==> src/rtl/fetch_stage.sv <==
// fetch_stage: PC register, next-PC selection, IF/ID pipeline register and
// an 8-entry return-address stack for the 19-bit pipelined processor.
// Instruction memory is combinational: imem_data reflects imem_addr in the
// same cycle.
module fetch_stage #(
  parameter int PC_W      = 12,
  parameter int INSTR_W   = 19,
  parameter int RAS_DEPTH = 8,
  parameter int OFF_W     = 8
) (
  input  logic               clk,
  input  logic               reset,
  input  logic               pc_writebar,
  input  logic               IF_ID_loadbar,
  input  logic               IF_ID_flush,
  input  logic [1:0]         pc_mux,
  input  logic               ras_push,
  output logic [PC_W-1:0]    imem_addr,
  input  logic [INSTR_W-1:0] imem_data,
  output logic [INSTR_W-1:0] instruction,
  output logic [INSTR_W-1:0] IF_ID_instruction,
  output logic [PC_W-1:0]    IF_ID_pc,
  output logic               IF_ID_valid,
  output logic               ras_overflow,
  output logic               ras_underflow
);

  localparam int IDX_W = $clog2(RAS_DEPTH);
  // One extra bit so the pointer can hold RAS_DEPTH (stack full).
  localparam int PTR_W = IDX_W + 1;

  localparam logic [1:0] MUX_SEQ = 2'b00;
  localparam logic [1:0] MUX_BR  = 2'b01;
  localparam logic [1:0] MUX_JMP = 2'b10;
  localparam logic [1:0] MUX_RET = 2'b11;

  logic [PC_W-1:0]    pc_q, pc_d;
  logic [INSTR_W-1:0] ifid_instr_q, ifid_instr_d;
  logic [PC_W-1:0]    ifid_pc_q, ifid_pc_d;
  logic               ifid_valid_q, ifid_valid_d;

  logic [PTR_W-1:0]   ras_ptr_q, ras_ptr_d;
  logic [PC_W-1:0]    ras_mem_q [RAS_DEPTH];
  logic               ras_ovf_q, ras_ovf_d;
  logic               ras_unf_q, ras_unf_d;

  logic               ras_we;
  logic [IDX_W-1:0]   ras_widx;
  logic [PC_W-1:0]    ras_wdata;

  logic               ras_empty;
  logic               ras_full;
  logic [PTR_W-1:0]   ras_ptr_m1;
  logic [IDX_W-1:0]   ras_top_idx;
  logic [PC_W-1:0]    ras_top;

  logic [PC_W-1:0]    pc_seq;
  logic [PC_W-1:0]    pc_branch;
  logic [PC_W-1:0]    pc_jump;
  logic [PC_W-1:0]    ret_addr;
  logic [PC_W-1:0]    br_off;
  logic [1:0]         mux_eff;
  logic [PC_W-1:0]    pc_target;

  logic               ras_en;
  logic               do_push;
  logic               do_pop;

  assign imem_addr         = pc_q;
  assign instruction       = imem_data;
  assign IF_ID_instruction = ifid_instr_q;
  assign IF_ID_pc          = ifid_pc_q;
  assign IF_ID_valid       = ifid_valid_q;
  assign ras_overflow      = ras_ovf_q;
  assign ras_underflow     = ras_unf_q;

  // Stack status and the current top-of-stack (0 when empty).
  always_comb begin
    ras_empty   = (ras_ptr_q == '0);
    ras_full    = (ras_ptr_q == PTR_W'(RAS_DEPTH));
    ras_ptr_m1  = ras_ptr_q - PTR_W'(1);
    ras_top_idx = ras_ptr_m1[IDX_W-1:0];
    ras_top     = ras_empty ? '0 : ras_mem_q[ras_top_idx];
  end

  // Next-PC candidates and selection; a stale pc_mux behind a bubble is ignored.
  always_comb begin
    br_off    = {{(PC_W-OFF_W){ifid_instr_q[OFF_W-1]}}, ifid_instr_q[OFF_W-1:0]};
    pc_seq    = pc_q + PC_W'(1);
    ret_addr  = ifid_pc_q + PC_W'(1);
    pc_branch = ret_addr + br_off;
    pc_jump   = ifid_instr_q[PC_W-1:0];
    mux_eff   = ifid_valid_q ? pc_mux : MUX_SEQ;

    pc_target = pc_seq;
    case (mux_eff)
      MUX_SEQ: pc_target = pc_seq;
      MUX_BR:  pc_target = pc_branch;
      MUX_JMP: pc_target = pc_jump;
      MUX_RET: pc_target = ras_top;
      default: pc_target = pc_seq;
    endcase

    pc_d = pc_writebar ? pc_q : pc_target;
  end

  // IF/ID next state: flush beats hold beats load.
  always_comb begin
    ifid_instr_d = ifid_instr_q;
    ifid_pc_d    = ifid_pc_q;
    ifid_valid_d = ifid_valid_q;
    if (IF_ID_flush) begin
      ifid_instr_d = '0;
      ifid_pc_d    = '0;
      ifid_valid_d = 1'b0;
    end else if (!IF_ID_loadbar) begin
      ifid_instr_d = imem_data;
      ifid_pc_d    = pc_q;
      ifid_valid_d = 1'b1;
    end
  end

  // RAS update: acts only while the call/return in ID is valid and advancing,
  // so a stalled call or return takes effect exactly once.
  always_comb begin
    ras_en    = ifid_valid_q & ~IF_ID_loadbar;
    do_push   = ras_en & ras_push;
    do_pop    = ras_en & (pc_mux == MUX_RET);

    ras_ptr_d = ras_ptr_q;
    ras_ovf_d = ras_ovf_q;
    ras_unf_d = ras_unf_q;
    ras_we    = 1'b0;
    ras_widx  = ras_ptr_q[IDX_W-1:0];
    ras_wdata = ret_addr;

    if (do_push && do_pop) begin
      // Return target is the old top; the new return address replaces it.
      ras_we = 1'b1;
      if (ras_empty) begin
        ras_unf_d = 1'b1;
        ras_widx  = '0;
        ras_ptr_d = PTR_W'(1);
      end else begin
        ras_widx  = ras_top_idx;
      end
    end else if (do_push) begin
      if (ras_full) begin
        ras_ovf_d = 1'b1;
      end else begin
        ras_we    = 1'b1;
        ras_ptr_d = ras_ptr_q + PTR_W'(1);
      end
    end else if (do_pop) begin
      if (ras_empty) begin
        ras_unf_d = 1'b1;
      end else begin
        ras_ptr_d = ras_ptr_m1;
      end
    end
  end

  // PC, IF/ID, RAS pointer and sticky flags; reset overrides stall and redirect.
  always_ff @(posedge clk) begin
    if (reset) begin
      pc_q         <= '0;
      ifid_instr_q <= '0;
      ifid_pc_q    <= '0;
      ifid_valid_q <= 1'b0;
      ras_ptr_q    <= '0;
      ras_ovf_q    <= 1'b0;
      ras_unf_q    <= 1'b0;
    end else begin
      pc_q         <= pc_d;
      ifid_instr_q <= ifid_instr_d;
      ifid_pc_q    <= ifid_pc_d;
      ifid_valid_q <= ifid_valid_d;
      ras_ptr_q    <= ras_ptr_d;
      ras_ovf_q    <= ras_ovf_d;
      ras_unf_q    <= ras_unf_d;
    end
  end

  // RAS storage has no reset; contents are only meaningful below the pointer.
  always_ff @(posedge clk) begin
    if (!reset && ras_we) begin
      ras_mem_q[ras_widx] <= ras_wdata;
    end
  end

endmodule

==> config.mk <==
export PLATFORM = sky130hd
export DESIGN_NAME = fetch_stage
export DESIGN_NICKNAME = d
export VERILOG_FILES = /design/src/rtl/fetch_stage.sv
export SDC_FILE = /design/constraint.sdc
export NUM_CORES = 1
export LEC_CHECK = 0
export ABC_AREA = 0
export BUFFER_PORTS_ARGS = -buffer_cell sky130_fd_sc_hd__buf_2
export CORE_UTILIZATION = 62
export CTS_CLUSTER_SIZE = 30
export DETAILED_ROUTE_END_ITERATION = 8
export GPL_TIMING_DRIVEN = 0
export PLACE_DENSITY = 0.85
export SLEW_MARGIN = 20
export SYNTH_ARGS = -nofsm -noshare
export SYNTH_HDL_FRONTEND = slang
export SYNTH_SLANG_ARGS = --single-unit
==> constraint.sdc <==
create_clock -name clk -period 6.52 [get_ports clk]
set_input_delay 0.326 -clock clk [delete_from_list [all_inputs] [get_ports clk]]
set_output_delay 0.326 -clock clk [all_outputs]
set_load 0.02 [all_outputs]
==> impl_metrics.ini <==
[power]
clkPwrFrac = 0.432
p_leak_nw = 3.37
p_seq_frac = 0.488
switching_share = 0.249
irDropWorstVdd_mv = 0.258
power_density_nw_per_um2 = 248
combPwrFrac = 0.080
switchingPower_w = 0.000511
total_power_w = 0.00206
p_int_w = 0.00154

[sta]
hold_viol_final = 0
clock_skew_ns = 0.00749
finalMaxSlewViolations = 0
worst_slew_pin_slew_ns = 1.03
finalCriticalPeriod_ns = 3.67
rsz0062_at_grt = no
setup_tns_ns = 0
fmax_mhz = 272
setup_viol = 0
relSlewSlack = 0.310
period_share = 0.563
whs_ns = 0.149

[worst_setup_path]
crit_buf_inv = 0
r2r-end = imem_addr[9]
end_kind = register
required_ns = 6.86
criticalPathCategory = register to register
crit_path_start_kind = register
path_cells = and2_1 > nand2_1 > xnor2_1 > ha_1 > a21o_1 > a21oi_1 > a21oi_1 > o41ai_1 > or4b_1 > o211ai_1
critPathMaxStageDelay_ns = 0.81
slowest_stage = xnor2_1
crit_top_cell = a21oi_1
reg2reg_slack_ns = 2.85
cp_num_cells = 10
critPathArrivalTime_ns = 4.01
critPathMaxFanout = 9
rr_startpoint = IF_ID_pc[0]
worst-r2r-cell-count = 10
cp_top_family = compound AO/OA/AOI/OAI gates

[worst_hold_path]
hold_start = imem_data[3]
min_to = IF_ID_instruction[3]
hold_class = input pin to register
hold_depth = 3

[finish]
final_cells = 825
n_fill_cell = 702
final_nets = 718
antenna_cells = 0
area_delta_synth_final_pct = 16.4
seqCellArea_sq_um = 3880
multiInputGateArea_sq_um = 2900
drive_above_1_share = 0.264

[placed_design]
numPortBuffers = 87
place_congestion = 0.991
numPlacedInstances = 793
dp_hpwl_um = 12000

[route]
viasPerCell = 6.29
drt-initial-drc-count = 672
drt-total-wl_um = 17400
antenna_left = 0
dr.pass1.iters = 8
vias = 5190
drc = 0
detail_route.wl_per_cell_um = 21.1

[synthesis]
yosysTopAreaCell = edfxtp_1
syn_area_sq_um = 7130
ys_ff_latch = 146
synth_async_sr_flop_share = 0
avgSynthCellArea_sq_um = 12.6
ys_seq_area_frac = 0.545
synth-edff-count = 96
netlist.area_leader.share = 0.404
synthCells = 566
synth.top_cells.by_area = edfxtp_1 (40%), dfxtp_1 (14%), mux2i_1 (6.2%)
ys.flop_type = edfxtp_1
synth_fp_nets = 612
yosysUniqueCellTypes = 61
ys_warn_count = 0

[cts]
clk_latency_ns = 0.42
clk_path_buf_depth = 2
clkTransAtPathRegs_ns = 0.06
cts_resized = 0
post_cts_buffers = 0
cts_num_sinks = 146
cts_root_buf = clkbuf_16
cts_tree = yes
ctsHoldBuffers = 0
cts_inserted_buffers = 17
cts_max_level = 4

[global_routing]
overflow = 0
grt_pass1_vias = 4960
grt_use_total = 0.311
grt_pass1_wl_um = 26500
grt_max_degree = 17
grt_antenna_before_repair = 0

[floorplan]
coreArea_sq_um = 11000
fp.dieW_um = 109
start_util = 0.646
num_io_pins = 92
die-area_sq_um = 11900
fp-row-count = 38
fp.dieH_um = 109

[flow_run]
drv_cap = 0

[status]
status = completed
==> tightest hold or removal path: cells and delay by family <==
kind	cells	cell delay, ns
buffers and inverters	1	0.08
multiplexers	1	0.05
AND/OR/NAND/NOR	1	0.07
==> sequential cells by signal, indices dropped and copies added (netlist names) <==
signal and flops:
ras_overflow 1, ras_ptr_q 4, ras_mem_q 96, imem_addr 12, IF_ID_valid 1, IF_ID_pc 12, ras_underflow 1, IF_ID_instruction 19
==> cell usage in the layout (no fill, tap or decap), types with 3 or more instances in the layout <==
cell type   count
a211oi_1        4
a21o_1          4
a21oi_1        26
a31oi_1         6
and2_1          4
and3_1          5
buf_2          94
buf_4          22
buf_6           6
clkbuf_1       16
clkbuf_16      17
clkinv_4        3
clkinvlp_4      4
dfxtp_1        50
edfxtp_1       96
ha_1           18
inv_1          12
inv_6           3
mux2i_1        44
mux4_1         15
mux4_2          9
nand2_1        14
nand2b_1        4
nand3_1        17
nand4_1         7
nor2_1         65
nor2_2          8
nor2b_1         6
nor3_1          6
nor3b_1         3
o211ai_1        8
o21ai_0        18
o221ai_1        6
xnor2_1        17
xor2_1          7
==> final cells by class <==
| type | count | share of cell area |
|---|---|---|
| Buffer | 50 | 0.0392 |
| Clock buffer | 19 | 0.0522 |
| Tap cell | 140 | 0.0211 |
| Clock inverter | 13 | 0.0124 |
| Multi-Input combinational cell | 358 | 0.349 |
| Inverter | 12 | 0.00543 |
| Timing Repair Buffer | 87 | 0.0525 |
| Sequential cell | 146 | 0.468 |
==> how the worst max path moves through the flow <==
stage | from | to | slack [ns]
floorplan | IF_ID_pc[0] | imem_addr[9] | 3.69
detailed placement | IF_ID_pc[0] | imem_addr[9] | 3.07
finish | IF_ID_pc[0] | imem_addr[9] | 2.85
global route | IF_ID_pc[0] | imem_addr[9] | 2.63
global placement | ras_ptr_q[0] | ras_mem_q[1][10] | 3.05
CTS | IF_ID_pc[0] | imem_addr[9] | 3.01
==> Yosys cell counts, types with 15 or more instances <==
cell type and number:
buf_4 22, dfxtp_1 50, mux4_1 15, nand3_1 17, edfxtp_1 96, xnor2_1 17, nor2_1 73, mux2i_1 44
a21oi_1 26, ha_1 18, o21ai_0 18
==> power groups by stage <==
stage	Clock (W)	Sequential, W	Combinational, W
2_1_floorplan	0	0.00103	0.000101
3_3_place_gp	0	0.00102	0.000157
3_5_place_dp	0	0.00102	0.000161
4_1_cts	0.000894	0.00100	0.000163
5_1_grt	0.000929	0.00100	0.000177
6_report	0.000888	0.00100	0.000165
==> routing by layer <==
| layer | vias up | global-route usage | share of wire |
|---|---|---|---|
| met5 | - | 0 | 0 |
| met4 | 0 | 0.147 | 0.040 |
| met3 | 62 | 0.0944 | 0.095 |
| met2 | 308 | 0.462 | 0.45 |
| met1 | 2480 | 0.418 | 0.41 |
| li1 | 2340 | - | - |
==> cells by family after synthesis <==
kind of cell    after synthesis  synth area share
compound gates               91            0.0865
mux                          69             0.147
fa+ha+maj                    19            0.0344
xor+xnor                     24            0.0295
simple gates                155             0.106
flops                       146             0.545
buf+inv                      62            0.0519
==> metrics by stage <==
step / utilization / worst slack, ns / cell area, sq um
after floorplan: - / 3.69 / 7130
after global placement: 0.702 / 3.05 / 7740
after detailed placement: 0.704 / 3.07 / 7760
after CTS: 0.752 / 3.01 / 8300
after global routing: 0.752 / 2.63 / 8300
final: 0.752 / 2.85 / 8300
Note: power is estimated with default switching activity, not from simulation.
